==> src/rtl/core_wb_arbiter.sv <==
// core_wb_arbiter: shares one pipelined Wishbone master port between two
// enable/busy requesters. Requester 0 is the memory controller path and
// requester 1 is the debug/DMA path. Grants alternate round-robin, and only
// one transfer is in flight at a time. A bus timeout aborts any transfer
// whose acknowledge never arrives.
module core_wb_arbiter #(
    parameter int TIMEOUT_CYCLES = 255
) (
    input  logic        wb_clk_i,
    input  logic        wb_rst_i,

    input  logic        req0_enable,
    input  logic        req0_writeEnable,
    input  logic [27:0] req0_address,
    input  logic [3:0]  req0_byteSelect,
    input  logic [31:0] req0_dataWrite,
    output logic [31:0] req0_dataRead,
    output logic        req0_busy,
    output logic        req0_error,

    input  logic        req1_enable,
    input  logic        req1_writeEnable,
    input  logic [27:0] req1_address,
    input  logic [3:0]  req1_byteSelect,
    input  logic [31:0] req1_dataWrite,
    output logic [31:0] req1_dataRead,
    output logic        req1_busy,
    output logic        req1_error,

    output logic        wb_cyc_o,
    output logic        wb_stb_o,
    output logic        wb_we_o,
    output logic [3:0]  wb_sel_o,
    output logic [27:0] wb_adr_o,
    output logic [31:0] wb_data_o,
    input  logic        wb_ack_i,
    input  logic        wb_stall_i,
    input  logic        wb_error_i,
    input  logic [31:0] wb_data_i
);

    typedef enum logic [1:0] {
        IDLE,
        REQUEST,
        WAIT_ACK,
        DONE
    } state_t;

    // The counter aborts on the edge that ends the Nth bus cycle, so it
    // compares against N-1.
    localparam logic [7:0] TIMEOUT_LAST = 8'(TIMEOUT_CYCLES - 1);

    state_t      state;
    logic        owner;
    logic        last_owner;
    logic [7:0]  timeout_count;

    logic        grant_valid;
    logic        grant_sel;
    logic        owner_enable;
    logic        in_transfer;
    logic        response_edge;
    logic        abort_edge;
    logic        finish;
    logic        finish_error;
    logic [31:0] finish_data;

    // Arbitration, plus decoding whether this edge completes the transfer.
    // A real ack/error beats a simultaneous timeout.
    always_comb begin
        grant_valid   = req0_enable | req1_enable;
        grant_sel     = (req0_enable & req1_enable) ? ~last_owner : req1_enable;
        owner_enable  = owner ? req1_enable : req0_enable;
        in_transfer   = (state == REQUEST) || (state == WAIT_ACK);
        response_edge = ((state == REQUEST) && !wb_stall_i && (wb_ack_i || wb_error_i))
                     || ((state == WAIT_ACK) && (wb_ack_i || wb_error_i));
        abort_edge    = in_transfer && !response_edge && (timeout_count == TIMEOUT_LAST);
        finish        = response_edge || abort_edge;
        finish_error  = abort_edge || (response_edge && wb_error_i);
        finish_data   = finish_error ? 32'h0 : wb_data_i;
    end

    // Busy drops only in the owning requester's DONE cycle.
    always_comb begin
        req0_busy = req0_enable & ~((state == DONE) & (owner == 1'b0));
        req1_busy = req1_enable & ~((state == DONE) & (owner == 1'b1));
    end

    // Main transfer FSM with registered bus controls and per-requester results.
    always_ff @(posedge wb_clk_i) begin
        if (wb_rst_i) begin
            state         <= IDLE;
            owner         <= 1'b0;
            last_owner    <= 1'b1;
            timeout_count <= 8'd0;
            wb_cyc_o      <= 1'b0;
            wb_stb_o      <= 1'b0;
            wb_we_o       <= 1'b0;
            wb_sel_o      <= 4'd0;
            wb_adr_o      <= 28'd0;
            wb_data_o     <= 32'd0;
            req0_dataRead <= 32'd0;
            req1_dataRead <= 32'd0;
            req0_error    <= 1'b0;
            req1_error    <= 1'b0;
        end else begin
            case (state)
                IDLE: begin
                    if (grant_valid) begin
                        owner         <= grant_sel;
                        wb_adr_o      <= grant_sel ? req1_address     : req0_address;
                        wb_sel_o      <= grant_sel ? req1_byteSelect  : req0_byteSelect;
                        wb_we_o       <= grant_sel ? req1_writeEnable : req0_writeEnable;
                        wb_data_o     <= grant_sel ? req1_dataWrite   : req0_dataWrite;
                        wb_cyc_o      <= 1'b1;
                        wb_stb_o      <= 1'b1;
                        timeout_count <= 8'd0;
                        state         <= REQUEST;
                    end
                end
                REQUEST, WAIT_ACK: begin
                    if (finish) begin
                        state      <= DONE;
                        wb_cyc_o   <= 1'b0;
                        wb_stb_o   <= 1'b0;
                        last_owner <= owner;
                        if (owner_enable) begin
                            if (owner) begin
                                req1_dataRead <= finish_data;
                                req1_error    <= finish_error;
                            end else begin
                                req0_dataRead <= finish_data;
                                req0_error    <= finish_error;
                            end
                        end
                    end else begin
                        timeout_count <= timeout_count + 8'd1;
                        if ((state == REQUEST) && !wb_stall_i) begin
                            wb_stb_o <= 1'b0;
                            state    <= WAIT_ACK;
                        end
                    end
                end
                DONE: begin
                    req0_error <= 1'b0;
                    req1_error <= 1'b0;
                    state      <= IDLE;
                end
                default: state <= IDLE;
            endcase
        end
    end

endmodule

==> config.mk <==
export PLATFORM = sky130hd
export DESIGN_NAME = core_wb_arbiter
export DESIGN_NICKNAME = d
export VERILOG_FILES = /design/src/rtl/core_wb_arbiter.sv
export SDC_FILE = /design/constraint.sdc
export NUM_CORES = 1
export LEC_CHECK = 0
export CAP_MARGIN = 20
export CORE_MARGIN = 5
export CORE_UTILIZATION = 45
export DETAILED_ROUTE_END_ITERATION = 12
export MAX_ROUTING_LAYER = met4
export PLACE_DENSITY_LB_ADDON = 0.25
export RECOVER_POWER = 25
export SLEW_MARGIN = 20
export SYNTH_ARGS = -nofsm -noshare
export SYNTH_HDL_FRONTEND = slang
export SYNTH_SLANG_ARGS = --single-unit
==> constraint.sdc <==
create_clock -name wb_clk_i -period 3.1 [get_ports wb_clk_i]
set_clock_uncertainty 0.1 [all_clocks]
set_input_delay 0.62 -clock wb_clk_i [delete_from_list [all_inputs] [get_ports wb_clk_i]]
set_output_delay 0.62 -clock wb_clk_i [all_outputs]
set_load 0.005 [all_outputs]
== Word-level counts from Yosys, hierarchy flattened ==
Cells that the tools add are included.

* Register bits: 145
* Bits of input ports: 169
* Output and inout bits: 135
* Word-level logic and storage cells: 91

* Add/subtract/negate cells: 1
* Equality and inequality tests: 11
* Mux-type cells: 28
* Bitwise operators: 10
* Reductions and logical operators: 27

{| class="wikitable"
|+ Operators by type and width
! operator !! count
|-
| 32-bit two-way mux || 2
|-
| 28-bit two-way mux || 1
|-
| 8-bit two-way mux || 2
|-
| 8-bit case mux with 2 select lines || 1
|-
| 4-bit AND reduction || 4
|-
| 1-bit two-way mux || 13
|-
| 2-bit inequality test (second input constant) || 6
|-
| 3-bit AND reduction || 3
|-
| 8-bit by 1-bit adder with 8-bit output (second input constant) || 1
|-
| 8-bit equality test (second input constant) || 1
|-
| 1-bit case mux with 2 select lines || 4
|-
| 1-bit logical AND || 6
|-
| 2-bit two-way mux || 3
|-
| 2-bit case mux with 3 select lines || 1
|-
| 2-bit AND reduction || 3
|-
| 1-bit bitwise AND || 5
|-
| 1-bit logical OR || 5
|-
| 2-bit equality test (second input constant) || 2
|-
| 4-bit two-way mux || 1
|-
| 1-bit NOT || 4
|-
| 2-bit nonzero test || 2
|-
| 3-bit inequality test (second input constant) || 1
|-
| 2-bit by 1-bit equality test with 1-bit output (second input constant) || 1
|-
| 1-bit logical NOT || 2
|-
| other kinds (3) || 3
|}

== Longest topological paths before layout ==
Gate-level depths: netlist of run 1.

* Word-level depth: 12
* Gate-level depth with buffers: 9
* Mapped depth without buffers: 6

== Worst setup path after synthesis of run 1 ==
Ideal clock, no wire load.

* Path type: register -> register
* Start: register state[0]
* End: register req1_dataRead[10]
* Library setup time: 0.072 ns
* Arrival: 1.943 ns
* Required time: 2.928 ns
* Path slack: 0.985 ns
* Stages on the path, launching flop included: 10
* Buffers on the path: 3
* Clock period less this slack: 2.115 ns
* Path through: dfxtp_1 > inv_1 > ha_1 > buf_6 > and3_4 > and3_4 > buf_6 > o211ai_4 > buf_8 > mux2i_1

* Longest elaborated chain between the ends: 9
* Elaborated cells on any way between the ends: 16
* Those cells by class: 2 x eq/ne; 1 x mux; 13 x reduce/logical

{| class="wikitable"
|+ RTL lines
! item !! line !! text
|-
| start, declared || 53 || <nowiki>state_t state;</nowiki>
|-
| start signal, assigned || 92 || <nowiki>state <= IDLE;</nowiki>
|-
| start signal, assigned || 118 || <nowiki>state <= REQUEST;</nowiki>
|-
| start signal, assigned || 123 || <nowiki>state <= DONE;</nowiki>
|-
| 2-bit by 1-bit equality test with 1-bit output || 74, 75, 107 ||
|-
| 1-bit logical AND (2 in a row) || 75 || <nowiki>response_edge = ((state == REQUEST) && !wb_stall_i && (wb_ack_i || wb_error_i))</nowiki>
|-
| 1-bit logical OR || 76 || <nowiki>|| ((state == WAIT_ACK) && (wb_ack_i || wb_error_i));</nowiki>
|-
| 1-bit logical NOT || 77 || <nowiki>abort_edge = in_transfer && !response_edge && (timeout_count == TIMEOUT_LAST);</nowiki>
|-
| 1-bit logical AND (2 in a row) || 77 ||
|-
| 1-bit logical OR, on equally long branches || 78, 79 ||
|-
| 4-bit AND reduction (no source line) / 32-bit two-way mux (equally long branches) || -- ||
|-
| end signal, assigned || 129 || <nowiki>req1_dataRead <= finish_data;</nowiki>
|-
| end, declared || 26 || <nowiki>output logic [31:0] req1_dataRead,</nowiki>
|}

Parallel ways exist; a longest one is shown, timed or not.
A chain may end at the register's enable or synchronous reset.

== Worst setup path in the final report of run 1 ==
* Start: input port req1_enable
* End: output port req1_busy

* Longest elaborated chain between the ends: 1

{| class="wikitable"
|+ RTL lines
! item !! line !! text
|-
| start, declared || 21 || <nowiki>input logic req1_enable,</nowiki>
|-
| 1-bit bitwise AND || 86 || <nowiki>req1_busy = req1_enable & ~((state == DONE) & (owner == 1'b1));</nowiki>
|-
| end, declared || 27 || <nowiki>output logic req1_busy,</nowiki>
|}

Every way passes these cells.

==> flow_metrics.tcl, run 1 <==
set metrics [dict create \
    critPathCaptureType "output port" \
    path_class "in2out" \
    cts.htree.levels 4 \
    yosysMostFrequentCell "dfxtp_1" \
    rrSetupSlack_ps 740 \
    boundaryPins 304 \
    worstMarginPinSlew_ps 771 \
    via_count 6053 \
    clkPwrFrac_pct 31.4 \
    min_delay_worst_endpoint "req0_dataRead[30]" \
    synth_xor_area_share_pct 0 \
    synth_edf_count 0 \
    p_int_w 0.00475 \
    grt_overflow 0 \
    fin_crit_sh_pct 85.9 \
    clk_pin_slew_ps 50 \
    power_frac_seq_pct 35.3 \
    die_y_um 130 \
    grt_max_degree 91 \
    status "finished clean" \
    fillerInstances 1096 \
    worstPathCellList "clkdlybuf4s50_1 > buf_4 > a21boi_0 > clkdlybuf4s50_1" \
    cp_slowest_cell "clkdlybuf4s50_1" \
    grt_usage_pct 23.0 \
    p_leak_nw 4.35 \
    gp_congestion 0.843 \
    synthArstFlopShare_pct 0 \
    yosys_warnings 0 \
    syn2layout_area_growth_pct 56.8 \
    cts_made_buffers 17 \
    layout-drive-gt1-share_pct 5.97 \
    drv_slew 0 \
    die-width_um 130 \
    cp.required_ps 2380 \
    design_area_um2 10200 \
    synth_compound_area_share_pct 16.3 \
    dr.first_iter.drc_count 379 \
    totalWireLength_mm 20.0 \
    drc_errors 0 \
    synthTopCellsByCount "dfxtp_1 (145), mux2i_1 (132), nor2_1 (74)" \
    cp-startpoint "req1_enable" \
    cp-start-kind "input port" \
    netlist-cell-type-count 47 \
    cts_tree "yes" \
    cts_hold_buf 0 \
    yosys-top-cells-area "dfxtp_1 (44%), mux2i_1 (20%), a211oi_1 (7.5%), o2111ai_1 (4.3%), nor2_1 (4.3%)" \
    hold_viol 0 \
    fin_tns_setup_ps 0 \
    r2r-end "req1_dataRead[11]" \
    synthAdderAreaFrac_pct 1.15 \
    final_nets 1117 \
    first_pass_iters 4 \
    max_freq_ghz 0.376 \
    rsz0062_at_grt "false" \
    post-route-util_pct 71.2 \
    hold_path_depth 2 \
    crit_path_max_incr_delay_ps 520 \
    grt_pass1_vias 5759 \
    setup_viol 0 \
    hold_ws_ps 353 \
    syn_inst 665 \
    grt_pass1_wl_mm 29.8 \
    p_per_area_nw_per_um2 664 \
    fp-row-count 44 \
    die_area_um2 17000 \
    dpl.hpwl_mm 14.7 \
    syn_avg_cell_area_um2 9.81 \
    synth_top_area_share_pct 44.5 \
    synth_area_leader_cell "dfxtp_1" \
    synth-simple-area-share_pct 12.0 \
    cp_max_fo 7 \
    clk_path_buf_depth 2 \
    seq_area_frac_synth_pct 44.5 \
    r2r-start "state[0]" \
    pwr-share-comb_pct 33.3 \
    portBuffers 303 \
    ant_nets 0 \
    postPlaceCellArea_um2 9620 \
    netSwitchingPower_w 0.00204 \
    initial_core_util_pct 45.4 \
    rr_worst_depth 7 \
    post_cts_buffers 0 \
    worst_hold_startpoint "req0_dataRead[30]" \
    cts_root_buffer "clkbuf_16" \
    syn_area_um2 6520 \
    wire_per_inst_um 17.5 \
    min_period_ps 2660 \
    muxShareOfSynthArea_pct 20.3 \
    crit_arrival_ps 1940 \
    slew_headroom_pct 48.6 \
    ctsResizeCount 0 \
    cts.sinks 145 \
    coreArea_um2 14400 \
    ys_ff_latch 145 \
    synth_ff_type "dfxtp_1" \
    p_sw_share_pct 30.0 \
    hold_class "reg2reg" \
    cpMostUsedCell "clkdlybuf4s50_1" \
    antenna_found_initial 0 \
    synth_nets 840 \
    clock_latency_ps 410 \
    synth_top_family_by_area "multiplexers" \
    ir_worst_vdd_v 0.000591 \
    routed_via_density 5.32 \
    antenna_cells 0 \
    drv_cap 0 \
]
-- area by class of cell --
class                   count  area (um2)  share of cell area, %
clock buffers              21         460                   4.50
multi-input cells         453        3260                   31.9
flip-flops and latches    145        2900                   28.4
repair buffers            319        3200                   31.2
well taps                 184         230                   2.25
inverters                   6        22.5                  0.220
clock inverters            10         159                   1.55
-- power groups by stage --
stage	Clock, W	Sequential, W	Combinational, W
after CTS	0.00217	0.00241	0.00232
after global routing	0.00227	0.00244	0.00246
after detailed placement	0	0.00244	0.00230
final	0.00213	0.00240	0.00226
after floorplan	0	0.00245	0.00115
after global placement	0	0.00243	0.00228
-- layout by cell type, fill, tap and decap left out, types with 2 or more instances in the layout --
cell type        netlist  routed
dfxtp_1              145     145
o21a_1                 3       2
a211oi_1              65      65
nand2b_1               4       4
and4_1                 2       2
o31ai_1                5       5
a32o_1                 2       2
o2111ai_1             32      32
ha_1                   6       6
nand2_1               70      70
clkdlybuf4s50_1        0     235
o21ai_0                5       5
mux2i_1              132     132
dlygate4sd3_1          0      67
a21boi_1               3       3
a21oi_1                6       6
clkbuf_16              0      17
a21boi_0               2       2
buf_4                  1      11
nand3_1                8       8
nor4_1                 2       2
clkinvlp_4             0       2
nor2_1                74      74
and2_1                 3       3
clkbuf_1              34       2
buf_12                 0       4
or4_1                  3       3
bufinv_16              0       4
nand4_1                6       6
inv_1                  4       4
o2bb2ai_1              2       2
nor2b_1                2       2
clkinv_2               0       3
clkbuf_8               0       2
and3_1                 1       2
-- sequential cells by signal (all words and copies together), names as in the netlist --
name           cells
wb_cyc_o           1
req0_error         1
req1_dataRead     32
wb_stb_o           1
owner              1
last_owner         1
wb_sel_o           4
req1_error         1
timeout_count      8
wb_data_o         32
req0_dataRead     32
wb_adr_o          28
state              2
wb_we_o            1
-- routing by layer --
layer | share of wire, % | GRT usage, % | vias to the layer above
li1 | - | - | 3007
met1 | 42 | 27.9 | 2774
met2 | 48 | 36.2 | 236
met3 | 8.5 | 7.15 | 36
met4 | 2.2 | 8.29 | 0
met5 | 0 | - | -
-- stage by stage --
| stage | std cells | total power (W) | setup slack [ps] |
|---|---|---|---|
| after floorplan | 665 | 0.00360 | 985 |
| after global placement | 1107 | 0.00471 | 444 |
| after detailed placement | 1107 | 0.00474 | 430 |
| after CTS | 1138 | 0.00690 | 429 |
| after global routing | 1138 | 0.00717 | 363 |
| final | 1138 | 0.00679 | 438 |
-- cells by family after synthesis --
family	Yosys count
compound gates	135
mux	132
flops	145
buf+inv	67
fa+ha+maj	6
simple gates	180
-- worst max-delay path by stage --
stage | to | slack [ps]
floorplan | req1_dataRead[10] | 990
global placement | req1_busy | 440
detailed placement | req1_busy | 430
CTS | req1_busy | 430
global route | req1_busy | 360
finish | req1_busy | 440
-- worst max-delay path, delay by kind of cell --
family	cells	cell delay [ps]
compound gates	1	190
buf+inv	3	1130
(Power assumes the default switching activity.)
==> inputs of run 2 (changes only) <==
--- a/config.mk
+++ b/config.mk
@@ -6,7 +6,6 @@
 export NUM_CORES = 1
 export LEC_CHECK = 0
 export CAP_MARGIN = 20
-export CORE_MARGIN = 5
 export CORE_UTILIZATION = 45
 export DETAILED_ROUTE_END_ITERATION = 12
 export MAX_ROUTING_LAYER = met4
==> flow_metrics.tcl, run 2 (synthesis results as in run 1) <==
set metrics [dict create \
    die-width_um 122 \
    fin_crit_sh_pct 85.1 \
    cts.sinks 145 \
    fp-row-count 43 \
    cts_tree "yes" \
    cts.htree.levels 4 \
    wl_met2_mm 9.34 \
    path_class "in2out" \
    cts_made_buffers 17 \
    final_nets 1118 \
    grt_max_degree 93 \
    crit_arrival_ps 1920 \
    pwr-share-comb_pct 33.0 \
    cp-start-kind "input port" \
    post_cts_buffers 0 \
    hold_class "reg2reg" \
    place_ws_ps 481 \
    clk_path_buf_depth 2 \
    worstMarginPinSlew_ps 739 \
    boundaryPins 304 \
    ctsResizeCount 0 \
    wl_met1_mm 8.50 \
    gp_congestion 0.827 \
    min_period_ps 2640 \
    die_area_um2 15000 \
    cp.required_ps 2380 \
    hold_viol 0 \
    clkPwrFrac_pct 32.4 \
    slew_headroom_pct 50.7 \
    grt_overflow 0 \
    dr.max_layer_used "met4" \
    seq_area_um2 2900 \
    clk_pin_slew_ps 60 \
    netSwitchingPower_w 0.00207 \
    antenna_found_initial 0 \
    coreArea_um2 14000 \
    portBuffers 303 \
    p_int_w 0.00485 \
    ir_worst_vdd_v 0.000438 \
    initial_core_util_pct 46.6 \
    routed_via_density 5.36 \
    dr.first_iter.drc_count 374 \
    die_y_um 122 \
    clock_latency_ps 420 \
    dr_wl_met3_mm 1.14 \
    p_leak_nw 4.39 \
    p_sw_share_pct 29.9 \
    fillerInstances 1029 \
    syn2layout_area_growth_pct 58.4 \
    via_count 6086 \
    max_freq_ghz 0.379 \
    fin_tns_setup_ps 0 \
    layout-drive-gt1-share_pct 6.38 \
    power_frac_seq_pct 34.6 \
    grt_pass1_wl_mm 29.5 \
    multiInputGateArea_um2 3260 \
    grt_usage_pct 26.4 \
    wire_per_inst_um 17.1 \
    totalWireLength_mm 19.5 \
    cp_max_fo 3 \
    cts_hold_buf 0 \
    p_per_area_nw_per_um2 669 \
    rsz0062_at_grt "false" \
    drv_cap 0 \
    antenna_cells 0 \
    dpl.hpwl_mm 13.8 \
    status "finished clean" \
    setup_viol 0 \
    drv_slew 0 \
    fin_ws_ps 461 \
    largest_registers "req0_dataRead x32, req1_dataRead x32, wb_data_o x32" \
    cts_root_buffer "clkbuf_16" \
    final_common_cell "clkdlybuf4s50_1" \
    grt_pass1_vias 5624 \
    drc_errors 0 \
    ant_nets 0 \
    layout_common_cells "clkdlybuf4s50_1 (235), dfxtp_1 (145), mux2i_1 (132)" \
    first_pass_iters 4 \
    critPathCaptureType "output port" \
]
## run 2: routing by layer
layer,global-route usage (%),vias up
met1,32.9,2799
met2,41.9,229
met4,10.2,0
met3,5.25,37
li1,-,3021
met5,-,-
## run 2: worst max-delay path: stages
cell	delay, ps
dlygate4sd3_1	590
a21boi_0	190
clkdlybuf4s50_1	520
## run 2: per-stage QoR
| stage | instance area, um2 | total power [W] | cells | hold WS, ps | utilization [%] |
|---|---|---|---|---|---|
| after global placement | 9680 | 0.00470 | 1104 | 344 | 69.2 |
| after detailed placement | 9680 | 0.00474 | 1104 | 352 | 69.2 |
| final | 10300 | 0.00692 | 1136 | 355 | 73.9 |
| after floorplan | 6520 | 0.00360 | 665 | 347 | - |
| after global routing | 10300 | 0.00726 | 1136 | 376 | 73.9 |
| after CTS | 10300 | 0.00699 | 1136 | 360 | 73.9 |
## run 2: final cells by class
cell class	instances	share of cell area, %
tap	180	2.18
clock buffer	23	4.92
sequential	145	28.1
multi-input combinational	453	31.6
clock inverter	9	1.45
timing repair buffer	320	31.6
inverter	6	0.218
## run 2: path summary, 6_finish.rpt
check,slack [ps],to,depth (start not counted),startpoint
setup / recovery,460,req1_busy,3,req1_enable
hold / removal,360,req1_dataRead[27],2,req1_dataRead[27]
setup reg to reg,710,req1_dataRead[7],7,state[0]
hold reg to reg,360,req1_dataRead[27],2,req1_dataRead[27]
## run 2: power by group through the flow
stage                     clock network (W)  logic (W)  registers (W)
after global routing                0.00235    0.00248        0.00244
final                               0.00224    0.00228        0.00239
after global placement                    0    0.00228        0.00242
after detailed placement                  0    0.00231        0.00243
after floorplan                           0    0.00115        0.00245
after CTS                           0.00226    0.00233        0.00240
==> inputs of run 3 (changes only) <==
--- a/config.mk
+++ b/config.mk
@@ -8,6 +8,7 @@
 export CAP_MARGIN = 20
 export CORE_UTILIZATION = 45
 export DETAILED_ROUTE_END_ITERATION = 12
+export HOLD_SLACK_MARGIN = 0.08
 export MAX_ROUTING_LAYER = met4
 export PLACE_DENSITY_LB_ADDON = 0.25
 export RECOVER_POWER = 25
==> results of run 3 <==
The final DEF is identical to that of run 2; final timing and power are the same.
